[src/rtl/dma_pkg.sv]
// Shared definitions for the DMA AXI engines: AXI encodings, 4 KB boundary, FSM states.
package dma_pkg;

  localparam logic [1:0] AXI_BURST_INCR = 2'b01;
  localparam logic [1:0] AXI_RESP_OKAY  = 2'b00;
  localparam int         BOUNDARY_4K    = 4096;

  typedef enum logic [2:0] {
    ST_IDLE,
    ST_CALC,
    ST_WAIT_DATA,
    ST_AW,
    ST_W,
    ST_B,
    ST_DONE
  } wr_state_e;

endpackage

[src/rtl/dma_burst_calc.sv]
// Burst sizing: the largest INCR burst that fits the remaining beats, the
// maximum burst length and the bytes left before the next 4 KB boundary.
// Only the low 12 address bits matter, so only those are taken in.
module dma_burst_calc
  import dma_pkg::*;
#(
  parameter int DATA_W    = 64,
  parameter int LEN_W     = 16,
  parameter int MAX_BURST = 16,
  localparam int BEATS_W  = $clog2(MAX_BURST) + 1
) (
  input  logic [11:0]        addr_lo,
  input  logic [LEN_W-1:0]   remaining,
  output logic [BEATS_W-1:0] beats
);

  localparam int SIZE = $clog2(DATA_W / 8);

  logic [12:0] bytes_to_4k;
  logic [12:0] beats_to_4k;
  logic [31:0] limit;

  // Minimum of the three limits, evaluated in a wide word so nothing truncates.
  always_comb begin
    bytes_to_4k = 13'(BOUNDARY_4K) - {1'b0, addr_lo};
    beats_to_4k = bytes_to_4k >> SIZE;
    limit       = 32'(MAX_BURST);
    if (32'(beats_to_4k) < limit) limit = 32'(beats_to_4k);
    if (32'(remaining) < limit)   limit = 32'(remaining);
    beats       = BEATS_W'(limit);
  end

endmodule

[src/rtl/dma_axi_wr_engine.sv]
// Drains the DMA data FIFO onto AXI4 as INCR write bursts, one burst in flight.
// A burst is only issued once the FIFO holds all of its beats, so W never
// starves; the fall-through FIFO head drives wdata directly.
module dma_axi_wr_engine
  import dma_pkg::*;
#(
  parameter int ADDR_W     = 32,
  parameter int DATA_W     = 64,
  parameter int LEN_W      = 16,
  parameter int MAX_BURST  = 16,
  parameter int FIFO_DEPTH = 16,
  localparam int CNT_W     = $clog2(FIFO_DEPTH) + 1
) (
  input  logic                clk,
  input  logic                rst_n,
  input  logic                cmd_valid,
  output logic                cmd_ready,
  input  logic [ADDR_W-1:0]   cmd_addr,
  input  logic [LEN_W-1:0]    cmd_beats,
  output logic                done,
  output logic                err,
  input  logic [DATA_W-1:0]   fifo_dout,
  input  logic                fifo_empty,
  input  logic [CNT_W-1:0]    fifo_ocup_cnt,
  output logic                fifo_rd_en,
  output logic [ADDR_W-1:0]   awaddr,
  output logic [7:0]          awlen,
  output logic [2:0]          awsize,
  output logic [1:0]          awburst,
  output logic                awvalid,
  input  logic                awready,
  output logic [DATA_W-1:0]   wdata,
  output logic [DATA_W/8-1:0] wstrb,
  output logic                wlast,
  output logic                wvalid,
  input  logic                wready,
  input  logic                bvalid,
  input  logic [1:0]          bresp,
  output logic                bready
);

  localparam int SIZE    = $clog2(DATA_W / 8);
  localparam int BEATS_W = $clog2(MAX_BURST) + 1;
  localparam int CMP_W   = CNT_W + 1;

  wr_state_e          state_reg;
  logic [ADDR_W-1:0]  addr_reg;
  logic [LEN_W-1:0]   remaining_reg;
  logic [BEATS_W-1:0] beats_reg;
  logic [BEATS_W-1:0] beat_cnt_reg;
  logic               err_sticky_reg;
  logic               cmd_ready_reg;
  logic               done_reg;
  logic               err_reg;
  logic [ADDR_W-1:0]  awaddr_reg;
  logic [7:0]         awlen_reg;
  logic               awvalid_reg;
  logic               wvalid_reg;
  logic               wlast_reg;
  logic               bready_reg;

  logic [BEATS_W-1:0] calc_beats;
  logic               data_ready;
  logic               w_hs;
  logic               err_next;
  logic [LEN_W-1:0]   remaining_next;

  dma_burst_calc #(
    .DATA_W    (DATA_W),
    .LEN_W     (LEN_W),
    .MAX_BURST (MAX_BURST)
  ) u_burst_calc (
    .addr_lo   (addr_reg[11:0]),
    .remaining (remaining_reg),
    .beats     (calc_beats)
  );

  assign cmd_ready  = cmd_ready_reg;
  assign done       = done_reg;
  assign err        = err_reg;
  assign awaddr     = awaddr_reg;
  assign awlen      = awlen_reg;
  assign awsize     = 3'(SIZE);
  assign awburst    = AXI_BURST_INCR;
  assign awvalid    = awvalid_reg;
  assign wdata      = fifo_dout;
  assign wstrb      = '1;
  assign wlast      = wlast_reg;
  // An empty FIFO can never coincide with W given the pre-check, but drop valid anyway.
  assign wvalid     = wvalid_reg & ~fifo_empty;
  assign bready     = bready_reg;
  assign fifo_rd_en = w_hs;

  // Handshake and bookkeeping terms used by the FSM.
  always_comb begin
    data_ready     = CMP_W'(fifo_ocup_cnt) >= CMP_W'(beats_reg);
    w_hs           = wvalid & wready;
    err_next       = err_sticky_reg | (bresp != AXI_RESP_OKAY);
    remaining_next = remaining_reg - LEN_W'(beats_reg);
  end

  // Command sequencing FSM; every AXI/command output is registered here.
  always_ff @(posedge clk or negedge rst_n) begin
    if (!rst_n) begin
      state_reg      <= ST_IDLE;
      addr_reg       <= '0;
      remaining_reg  <= '0;
      beats_reg      <= '0;
      beat_cnt_reg   <= '0;
      err_sticky_reg <= 1'b0;
      cmd_ready_reg  <= 1'b0;
      done_reg       <= 1'b0;
      err_reg        <= 1'b0;
      awaddr_reg     <= '0;
      awlen_reg      <= '0;
      awvalid_reg    <= 1'b0;
      wvalid_reg     <= 1'b0;
      wlast_reg      <= 1'b0;
      bready_reg     <= 1'b0;
    end else begin
      done_reg <= 1'b0;
      err_reg  <= 1'b0;
      case (state_reg)
        ST_IDLE: begin
          cmd_ready_reg <= 1'b1;
          if (cmd_valid && cmd_ready_reg) begin
            cmd_ready_reg  <= 1'b0;
            addr_reg       <= cmd_addr;
            remaining_reg  <= cmd_beats;
            err_sticky_reg <= 1'b0;
            if (cmd_beats == '0) begin
              done_reg  <= 1'b1;
              state_reg <= ST_DONE;
            end else begin
              state_reg <= ST_CALC;
            end
          end
        end
        ST_CALC: begin
          beats_reg  <= calc_beats;
          awaddr_reg <= addr_reg;
          awlen_reg  <= 8'(calc_beats - BEATS_W'(1));
          state_reg  <= ST_WAIT_DATA;
        end
        ST_WAIT_DATA: begin
          if (data_ready) begin
            awvalid_reg <= 1'b1;
            state_reg   <= ST_AW;
          end
        end
        ST_AW: begin
          if (awready) begin
            awvalid_reg  <= 1'b0;
            wvalid_reg   <= 1'b1;
            beat_cnt_reg <= '0;
            wlast_reg    <= (beats_reg == BEATS_W'(1));
            state_reg    <= ST_W;
          end
        end
        ST_W: begin
          if (w_hs) begin
            if (wlast_reg) begin
              wvalid_reg <= 1'b0;
              wlast_reg  <= 1'b0;
              bready_reg <= 1'b1;
              state_reg  <= ST_B;
            end else begin
              beat_cnt_reg <= beat_cnt_reg + BEATS_W'(1);
              wlast_reg    <= ((beat_cnt_reg + BEATS_W'(2)) == beats_reg);
            end
          end
        end
        ST_B: begin
          if (bvalid) begin
            bready_reg     <= 1'b0;
            err_sticky_reg <= err_next;
            remaining_reg  <= remaining_next;
            addr_reg       <= addr_reg + (ADDR_W'(beats_reg) << SIZE);
            // An error abandons the rest of the command; leftover FIFO data is the controller's problem.
            if (remaining_next == '0 || err_next) begin
              done_reg  <= 1'b1;
              err_reg   <= err_next;
              state_reg <= ST_DONE;
            end else begin
              state_reg <= ST_CALC;
            end
          end
        end
        ST_DONE: begin
          err_sticky_reg <= 1'b0;
          cmd_ready_reg  <= 1'b1;
          state_reg      <= ST_IDLE;
        end
        default: state_reg <= ST_IDLE;
      endcase
    end
  end

endmodule
[config.mk]
export PLATFORM = sky130hd
export DESIGN_NAME = dma_axi_wr_engine
export DESIGN_NICKNAME = d
export VERILOG_FILES = /design/src/rtl/dma_pkg.sv /design/src/rtl/dma_burst_calc.sv /design/src/rtl/dma_axi_wr_engine.sv
export SDC_FILE = /design/constraint.sdc
export NUM_CORES = 1
export LEC_CHECK = 0
export ABC_CLOCK_PERIOD_IN_PS = 8200
export CORE_ASPECT_RATIO = 2
export CORE_MARGIN = 2
export CORE_UTILIZATION = 49
export DETAILED_ROUTE_END_ITERATION = 12
export PLACE_DENSITY = 0.87
export REMOVE_ABC_BUFFERS = 1
export SYNTH_ARGS = -nofsm -noshare
export SYNTH_HDL_FRONTEND = slang
export SYNTH_HIERARCHICAL = 1
export SYNTH_SLANG_ARGS = --single-unit
[constraint.sdc]
create_clock -name clk -period 8.2 [get_ports clk]
set_clock_uncertainty 0.1 [all_clocks]
set_input_delay 1.23 -clock clk [delete_from_list [all_inputs] [get_ports clk]]
set_output_delay 1.23 -clock clk [all_outputs]
set_load 0.02 [all_outputs]
==> results of run 1 <==
[worst min-delay path by stage]
stage / startpoint / to / slack (ns) / cells after the start
after CTS: awlen[2] / awlen[2] / 0.39 / 2
final: awlen[2] / awlen[2] / 0.38 / 2
after global routing: awaddr[3] / awaddr[3] / 0.41 / 2
after global placement: awaddr[22] / awaddr[22] / 0.36 / 2
after floorplan: addr_reg[26] / awaddr[26] / 0.35 / 2
after detailed placement: awaddr[15] / awaddr[15] / 0.36 / 2
[area by class of cell]
type / count / area (um^2)
inverters: 27 / 101
clock buffers: 10 / 229
flip-flops and latches: 107 / 2680
multi-input cells: 602 / 3490
fillers: 1287 / 5960
well taps: 189 / 236
clock inverters: 6 / 56.3
repair buffers: 116 / 1140
[power by group through the flow]
stage | logic (W) | clock network, W | registers (W)
3_5_place_dp | 0.00175 | 0 | 0.00106
4_1_cts | 0.00176 | 0.000432 | 0.00106
3_3_place_gp | 0.00169 | 0 | 0.00105
6_report | 0.00177 | 0.000427 | 0.00106
2_1_floorplan | 0.00108 | 0 | 0.00110
5_1_grt | 0.00195 | 0.000450 | 0.00109
[critical path: stages, from the launching register on]
cell and delay, ns:
dfrtp_1 0.43, or4_4 0.55, or2_4 0.28, o21ai_0 0.22, nor2b_2 0.25, inv_1 0.08
ha_1 0.31, o211a_1 0.15, o41ai_1 0.09, a21oi_2 0.34, mux2_2 0.40, inv_1 0.07
ha_1 0.18, nor3b_1 0.23, xnor2_1 0.14, o21ai_0 0.08
[through the flow]
step	worst slack, ns	hold WS [ns]	std cells	utilization	power, W
finish	4.17	0.380	1057	0.571	0.00325
detailed placement	4.20	0.362	1041	0.550	0.00281
global placement	4.21	0.359	1041	0.550	0.00275
floorplan	3.10	0.353	736	-	0.00219
CTS	4.20	0.386	1057	0.571	0.00325
global route	4.03	0.414	1057	0.571	0.00350
[logic make-up after synthesis]
group                      count (synthesis)  synth area share
and+or+nand+nor                          317             0.209
AOI/OAI and AO/OA                        213             0.193
buffers and inverters                    145             0.123
DFF                                      107             0.386
adders and majority gates                 29            0.0544
xor gates and xnor gates                  18            0.0227
muxes                                      7            0.0112
other                                      3           0.00162
[cells in the final DEF, fill, tap and decap left out, types with 7 or more instances in the layout]
cell               n
nand2_1          156
clkdlybuf4s50_1  108
dfrtp_1          107
o21ai_0           69
a21oi_1           58
nor2_1            46
nand3_1           29
ha_1              27
inv_1             26
conb_1            18
nor3_1            14
nand4_1           11
and3_1            11
xor2_1            11
o22ai_1           11
a2bb2oi_1         11
nor4_1            10
a31oi_1           10
clkbuf_16          9
nor2b_1            8
buf_4              8
xnor2_1            7
a22oi_1            7
[per-layer routing]
layer  vias to the layer above  part of all wire
li1                       2886                 -
met5                         -                 0
met4                         0             0.068
met1                      2960              0.27
met3                        86              0.14
met2                       352              0.52
==> impl_metrics.toml, run 1 <==
[outcome]
status = "finished, final reports clean"

[cts]
ctsLongestPathBuffers = 2
ctsRootBufferMaster = "clkbuf_16"
cts-htree-levels = 3
insertion_delay_ns = 0.36
clk_pin_slew_worst_paths_ns = 0.08
cts_tree = "done"
post_cts_buffers = 0
cts_buffers = 9
ctsHoldBuffers = 0
cts.sinks = 107
cts_resized = 0

[layout]
fin_area_um2 = 7930
drive_gt1_frac = 0.0530
fin_nets = 1018
syn_to_final_growth_pct = 14.2
diodes = 0

[run]
cap_violations = 0

[timing]
drv_slew = 0
rsz0062_at_grt = "false"
slew_headroom = 0.278
finalHoldViolCount = 0
layout_min_cycle_time_ns = 4.03
setup_viol = 0
worst_slew_pin_slew_ns = 1.08
fin_setup_tns_ns = 0
period_share = 0.492
max_freq_mhz = 248

[logic_synthesis]
synth.most_common_cell = "nand2_1"
yosys_warnings = 6
synth-edff-count = 0
synthArstFlopShare = 1.00
yosysUniqueCellTypes = 70
seq_area_frac_synth = 0.386
syn_avg_cell_area_um2 = 8.28
synth_top_area_frac = 0.386
synth_area_leader_cell = "dfrtp_1"
yosys-top-cells-count = "nand2_1 (156), dfrtp_1 (107), buf_4 (79)"
synth_seq_cells = 107
syn_inst = 839
synth.cell_area_um2 = 6940
yosys-top-cells-area = "dfrtp_1 (39%), buf_4 (8.5%), nand2_1 (8.4%), o21ai_0 (5.0%), ha_1 (4.9%)"
ys.flop_type = "dfrtp_1"

[route]
routed_wl_um = 24300
wl_per_cell_um = 23.0
drc_errors = 0
route.antenna.remaining_nets = 0
drt_iter0_markers = 381
vias_per_cell = 5.95
firstDrtPassIters = 8
dr_total_vias = 6284

[power_and_ir_drop]
p_int_w = 0.00171
switching_power_w = 0.00154
powerDensity_nw_per_um2 = 410
pwr-share-seq = 0.326
comb_power_share = 0.543
p_leak_nw = 3.41
vdd_drop_max_mv = 0.182
sw_frac_of_total = 0.474
clock_power_share = 0.131

[worst_setup_path]
rrSetupSlack_ns = 4.17
startpoint = "addr_reg[3]"
cp-end-kind = "register"
r2r-end = "awlen[4]"
reg2reg_from = "addr_reg[3]"
path_max_fanout = 5
arrival_ns = 4.15
worstPathRequired_ns = 8.31
rr_worst_depth = 15
cp-start-kind = "register"
crit_path_end = "awlen[4]"
crit_type = "reg2reg"

[global_routing]
grt_usage = 0.322
use_met3 = 0.182
grt_overflow = 0
grt_max_degree = 72
antenna_found_initial = 0
grt-busiest-layer = "met2"
use_met2 = 0.563
grt_pass1_vias = 6037
grt_pass1_wl_um = 35700
grt_use_met1 = 0.274

[die]
ios = 251
core_um2 = 13900
die-area_um2 = 15200
die_w_um = 88.2
initial_utilization = 0.500
rows = 61
die_h_um = 172

[place]
place_area_um2 = 7640
dp_hpwl_um = 19200
portBuffers = 109
gp_congestion = 1.03

[min_path]
hold_class = "reg2reg"
Note: power is estimated with default switching activity, not from simulation.
==> inputs of run 2 (changes only) <==
--- a/config.mk
+++ b/config.mk
@@ -5,12 +5,12 @@
 export SDC_FILE = /design/constraint.sdc
 export NUM_CORES = 1
 export LEC_CHECK = 0
-export ABC_CLOCK_PERIOD_IN_PS = 8200
+export ABC_CLOCK_PERIOD_IN_PS = 3410
 export CORE_ASPECT_RATIO = 2
 export CORE_MARGIN = 2
-export CORE_UTILIZATION = 49
+export CORE_UTILIZATION = 41
 export DETAILED_ROUTE_END_ITERATION = 12
-export PLACE_DENSITY = 0.87
+export PLACE_DENSITY = 0.77
 export REMOVE_ABC_BUFFERS = 1
 export SYNTH_ARGS = -nofsm -noshare
 export SYNTH_HDL_FRONTEND = slang
==> constraint.sdc (replaced) <==
create_clock -name clk -period 3.41 [get_ports clk]
set_clock_uncertainty 0.1 [all_clocks]
set_input_delay 0.5115 -clock clk [delete_from_list [all_inputs] [get_ports clk]]
set_output_delay 0.5115 -clock clk [all_outputs]
set_load 0.02 [all_outputs]
==> run 2 against run 1 <==
  * The flow now finishes with violations (negative setup slack)
  * Clock power grew to 2.5 times the previous value
  * Core utilization decreased by 7.1 points
  * Maximum frequency grew 11%
  * Register-to-register slack got worse by 4.4 ns
  * Via count down 0.25%
  * Worst hold slack got worse by 0.25 ns
  * Design area is 5.3% higher
  * Routed wire length down 2.5%
  * First-iteration DRC count grew 2.6%
  * Die area up 19%
  * Final cell count up 4.4%
  * Critical path depth increased by 1
==> impl_metrics.toml, run 2 (synthesis results as in run 1) <==
[cts]
insertion_delay_ns = 0.37
cts-htree-levels = 3
cts_buffers = 9
ctsRootBufferMaster = "clkbuf_16"
cts_tree = "done"
clk_pin_slew_worst_paths_ns = 0.08
cts.sinks = 107
ctsLongestPathBuffers = 2
ctsHoldBuffers = 0

[route]
route.antenna.remaining_nets = 0
drt_iter0_markers = 391
drc_errors = 0
vias_per_cell = 5.68
wl_per_cell_um = 21.5
dr_total_vias = 6268
routed_wl_um = 23700
firstDrtPassIters = 5

[power_and_ir_drop]
clock_power_share = 0.133
sw_frac_of_total = 0.467
comb_power_share = 0.561
switching_power_w = 0.00380
p_int_w = 0.00434
powerDensity_nw_per_um2 = 974
vdd_drop_max_mv = 0.532
p_leak_nw = 3.60
pwr-share-seq = 0.306

[timing]
period_share = 1.07
fin_hold_ws_ns = 0.126
drv_slew = 0
finalHoldViolCount = 0
layout_min_cycle_time_ns = 3.64
worst_slew_pin_slew_ns = 0.793
timing.final.ws_setup_ns = -0.231
fin_setup_tns_ns = -0.750
max_freq_mhz = 275
rsz0062_at_grt = "true"
slew_headroom = 0.471
setup_viol = 6

[place]
dp_hpwl_um = 18700
gp_congestion = 0.931
portBuffers = 109
place_area_um2 = 7870

[die]
ios = 251
die_h_um = 188
initial_utilization = 0.416
core_um2 = 16700
die-area_um2 = 18100
rows = 67
die_w_um = 96.0

[layout]
fin_nets = 1046
syn_to_final_growth_pct = 20.2
layout_commonest_cell = "nand2_1"
mostFrequentLayoutCells = "nand2_1 (155), clkdlybuf4s50_1 (108), dfrtp_1 (107)"
fin_area_um2 = 8350
diodes = 0
drive_gt1_frac = 0.0993

[global_routing]
grt_overflow = 0
grt_usage = 0.264
antenna_found_initial = 0
grt_pass1_wl_um = 35500
grt_pass1_vias = 6125
grt_max_degree = 72

[worst_setup_path]
rr_worst_depth = 16
path_max_fanout = 3
arrival_ns = 3.76
crit_type = "reg2reg"
cp-start-kind = "register"
cp-end-kind = "register"
worstPathRequired_ns = 3.53

[min_path]
hold_class = "in2async"

[run]
cap_violations = 0

[outcome]
status = "finished, violations left"
failed_checks = "negative setup slack"
[run 2: timing repair]
| item | in CTS | in global routing |
|---|---|---|
| resized for setup | 13 | 17 |
| setup endpoints to repair | 5 | 8 |
| gates cloned | 0 | 0 |
| buffers inserted | 2 | 3 |
| pin swaps | 1 | 4 |
[run 2: through the flow]
step / power (W) / setup WS [ns] / instances / utilization
after floorplan: 0.00526 / -1.69 / 736 / -
after global placement: 0.00686 / -0.239 / 1082 / 0.471
after detailed placement: 0.00694 / -0.282 / 1082 / 0.471
after CTS: 0.00809 / -0.160 / 1100 / 0.495
after global routing: 0.00876 / -0.369 / 1103 / 0.500
final: 0.00813 / -0.231 / 1103 / 0.500
[run 2: power groups by stage]
stage                     combinational [W]  sequential [W]  clock (W)
after floorplan                     0.00260         0.00266          0
after global placement              0.00437         0.00249          0
after detailed placement            0.00444         0.00249          0
after CTS                           0.00451         0.00248    0.00109
after global routing                0.00504         0.00257    0.00115
final                               0.00456         0.00249    0.00108
[run 2: critical path, cell delays in order, from the launching register on]
cell and delay [ns]:
dfrtp_1 0.38, or4_4 0.55, or2_4 0.27, o31ai_4 0.22, inv_1 0.07, ha_1 0.27
nand4_1 0.09, o211ai_1 0.12, a41oi_2 0.17, a21oi_2 0.21, buf_6 0.16, mux2i_4 0.25
inv_2 0.07, ha_4 0.16, nor3b_2 0.15, xnor2_1 0.16, o21ai_1 0.09
[run 2: layout make-up]
class                      instances  area, um^2
clock buffer                       9         225
clock inverter                     7        76.3
fill                            1556        8340
inverter                          27         101
multi-input combinational        602        3600
sequential                       107        2680
tap                              207         259
timing repair buffer             144        1410
[run 2: metal layers]
layer  routed length (um)  global-route usage  vias to the layer above  share of wire
li1                     -                   -                     2942              -
met1                 6850               0.232                     2960           0.29
met2                12000               0.451                      295           0.51
met3                 3560               0.163                       69           0.15
met4                 1190               0.128                        2          0.050
met5                   76              0.0417                        -         0.0032
[run 2: path summary, 6_finish.rpt]
path                              from                to  slack (ns)
max                        addr_reg[2]          awlen[4]       -0.23
min                              rst_n  remaining_reg[6]        0.13
max reg2reg                addr_reg[2]          awlen[4]       -0.23
min reg2reg                 awaddr[12]        awaddr[12]        0.38
max in group asynchronous        rst_n      addr_reg[26]        2.32
min in group clk            awaddr[12]        awaddr[12]        0.38
==> inputs of run 3 (changes only) <==
--- a/config.mk
+++ b/config.mk
@@ -5,12 +5,12 @@
 export SDC_FILE = /design/constraint.sdc
 export NUM_CORES = 1
 export LEC_CHECK = 0
-export ABC_CLOCK_PERIOD_IN_PS = 3410
+export ABC_CLOCK_PERIOD_IN_PS = 3400
 export CORE_ASPECT_RATIO = 2
 export CORE_MARGIN = 2
-export CORE_UTILIZATION = 41
+export CORE_UTILIZATION = 46
 export DETAILED_ROUTE_END_ITERATION = 12
-export PLACE_DENSITY = 0.77
+export PLACE_DENSITY = 0.82
 export REMOVE_ABC_BUFFERS = 1
 export SYNTH_ARGS = -nofsm -noshare
 export SYNTH_HDL_FRONTEND = slang
==> constraint.sdc (replaced) <==
create_clock -name clk -period 3.4 [get_ports clk]
set_clock_uncertainty 0.1 [all_clocks]
set_input_delay 1.02 -clock clk [delete_from_list [all_inputs] [get_ports clk]]
set_output_delay 1.02 -clock clk [all_outputs]
set_load 0.02 [all_outputs]
==> run 3 against run 2 <==
  * The flow still finishes with violations (negative setup slack)
  * Die area down 11%
  * Global-route usage up 4.1 points
  * Maximum frequency down 0.90%
  * Sequential share of layout area down 0.25 points
  * Setup slack worse by 0.043 ns
  * Register-to-register slack worse by 0.04 ns
  * Critical path depth unchanged
  * Design area up 0.79%
  * Clock power about the same
  * Count of clock-buffer cells in the layout unchanged
  * First-iteration DRC count up 2.8%
  * Critical path type unchanged
  * Largest power group unchanged
==> impl_metrics.toml, run 3 (synthesis results as in run 1) <==
[route]
route.antenna.remaining_nets = 0
firstDrtPassIters = 5
routed_wl_um = 24800
drc_errors = 0
wl_per_cell_um = 22.5
vias_per_cell = 5.75
dr_total_vias = 6344
drt_iter0_markers = 402

[layout]
fin_nets = 1058
diodes = 0
mostFrequentLayoutCells = "nand2_1 (156), dfrtp_1 (107), clkdlybuf4s50_1 (106)"
instances_no_fill = 1103
drive_gt1_frac = 0.112
multi_input_area_um2 = 3610
syn_to_final_growth_pct = 21.2
layout_commonest_cell = "nand2_1"
nFillCells = 1364
seq_area_um2 = 2680
fin_util = 0.568

[worst_setup_path]
crit_chain = "or4_4, or2_4, o31ai_4, inv_2, ha_4, nand4_1, o211ai_1, a41oi_2, a21oi_2, buf_6, mux2i_4, inv_2, ha_4, nor3b_4, xnor2_1, o21ai_1"
crit_type = "reg2reg"
cp-start-kind = "register"
worstPathRequired_ns = 3.51
critical_path.max_stage_delay_ns = 0.55
path_max_fanout = 3
crit_path_top_delay_cell = "or4_4"
cpLargestDelayFamily = "simple AND/OR/NAND/NOR gates"
cp-end-kind = "register"
critPathBufInv = 3
arrival_ns = 3.78

[outcome]
failed_checks = "negative setup slack"
status = "finished, violations left"

[global_routing]
grt_max_degree = 72
grt_pass1_vias = 6217
grt_usage = 0.306
grt_overflow = 0
antenna_found_initial = 0
grt_pass1_wl_um = 36900

[power_and_ir_drop]
vdd_drop_max_mv = 0.525
powerDensity_nw_per_um2 = 983
p_leak_nw = 3.66

[die]
ios = 251
rows = 63
die-area_um2 = 16200
die_h_um = 178
die_w_um = 90.9
initial_utilization = 0.469
core_um2 = 14800

[timing]
layout_min_cycle_time_ns = 3.67
period_share = 1.08
rsz0062_at_grt = "true"
finalHoldViolCount = 0
setup_viol = 7
drv_slew = 0
timing.final.ws_setup_ns = -0.274
worst_slew_pin_slew_ns = 1.08
slew_headroom = 0.279
max_freq_mhz = 272

[cts]
cts-htree-levels = 3
clk_pin_slew_worst_paths_ns = 0.08
cts_buffers = 9
ctsLongestPathBuffers = 2
insertion_delay_ns = 0.36
cts_tree = "done"
ctsRootBufferMaster = "clkbuf_16"
cts.sinks = 107
ctsHoldBuffers = 0

[place]
dp.cells = 1080
dp_hpwl_um = 19900
gp_congestion = 0.981
portBuffers = 109

[min_path]
hold_class = "reg2reg"

[run]
cap_violations = 0
## run 3: cell count changes in the layout (fill, tap and decap cells not counted), sizes merged
| cell | before | now |
|---|---|---|
| inv | 33 | 31 |
| buf | 36 | 48 |
| dlygate4sd2 | 0 | 1 |
| dlymetal6s2s | 0 | 1 |
| clkinv | 1 | 2 |
| clkinvlp | 0 | 1 |
| clkdlybuf4s50 | 108 | 106 |
## run 3: worst paths after layout
check	from	endpoint	slack [ns]	depth (start not counted)
max reg2reg	addr_reg[3]	awlen[4]	-0.27	16
max	addr_reg[3]	awlen[4]	-0.27	16
max in group asynchronous	rst_n	addr_reg[21]	1.82	2
min reg2reg	awaddr[17]	awaddr[17]	0.38	2
min in group asynchronous	rst_n	remaining_reg[7]	0.57	1
min	awaddr[17]	awaddr[17]	0.38	2
## run 3: power breakdown
part	internal (W)	switching, W	total, W
logic	0.00201	0.00274	0.00474
clock network	0.000526	0.000545	0.00107
registers	0.00187	0.000587	0.00246
total	0.00441	0.00387	0.00827
## run 3: what timing repair did
| action | 4_1_cts | 5_1_grt |
|---|---|---|
| pin swaps | 7 | 8 |
| endpoints found under the setup margin | 7 | 11 |
| setup buffers | 5 | 2 |
| resized for setup | 8 | 25 |
## run 3: metal layers
layer / share of wire / track usage / vias to the layer above
li1: - / - / 2968
met2: 0.52 / 0.547 / 290
met1: 0.28 / 0.252 / 3020
met4: 0.056 / 0.155 / 2
met5: 0.00081 / 0.00962 / -
met3: 0.14 / 0.199 / 64
## run 3: final cells by class
class,instances,area share
multi-input cells,602,0.429
flip-flops and latches,107,0.318
repair buffers,156,0.176
well taps,195,0.0290
clock buffers,9,0.0268
inverters,27,0.0120
clock inverters,7,0.00952
## run 3: through the flow
step / TNS, ns / hold WS, ns / setup WS, ns / cell area (um^2) / power [W]
floorplan: -49.69 / 0.353 / -1.70 / 6250 / 0.00528
global placement: -1.09 / 0.363 / -0.290 / 7920 / 0.00694
detailed placement: -1.45 / 0.361 / -0.332 / 7920 / 0.00705
CTS: -1.30 / 0.388 / -0.298 / 8310 / 0.00820
global route: -2.34 / 0.407 / -0.457 / 8410 / 0.00890
finish: -1.09 / 0.383 / -0.274 / 8410 / 0.00827
## run 3: worst register-to-register path: cells and delay by family, from the launching register on
| family | cells | cell delay (ns) |
|---|---|---|
| xor+xnor | 1 | 0.16 |
| fa+ha+maj | 2 | 0.43 |
| compound gates | 5 | 0.87 |
| flops | 1 | 0.38 |
| mux | 1 | 0.25 |
| buf+inv | 3 | 0.31 |
| simple gates | 4 | 1.05 |
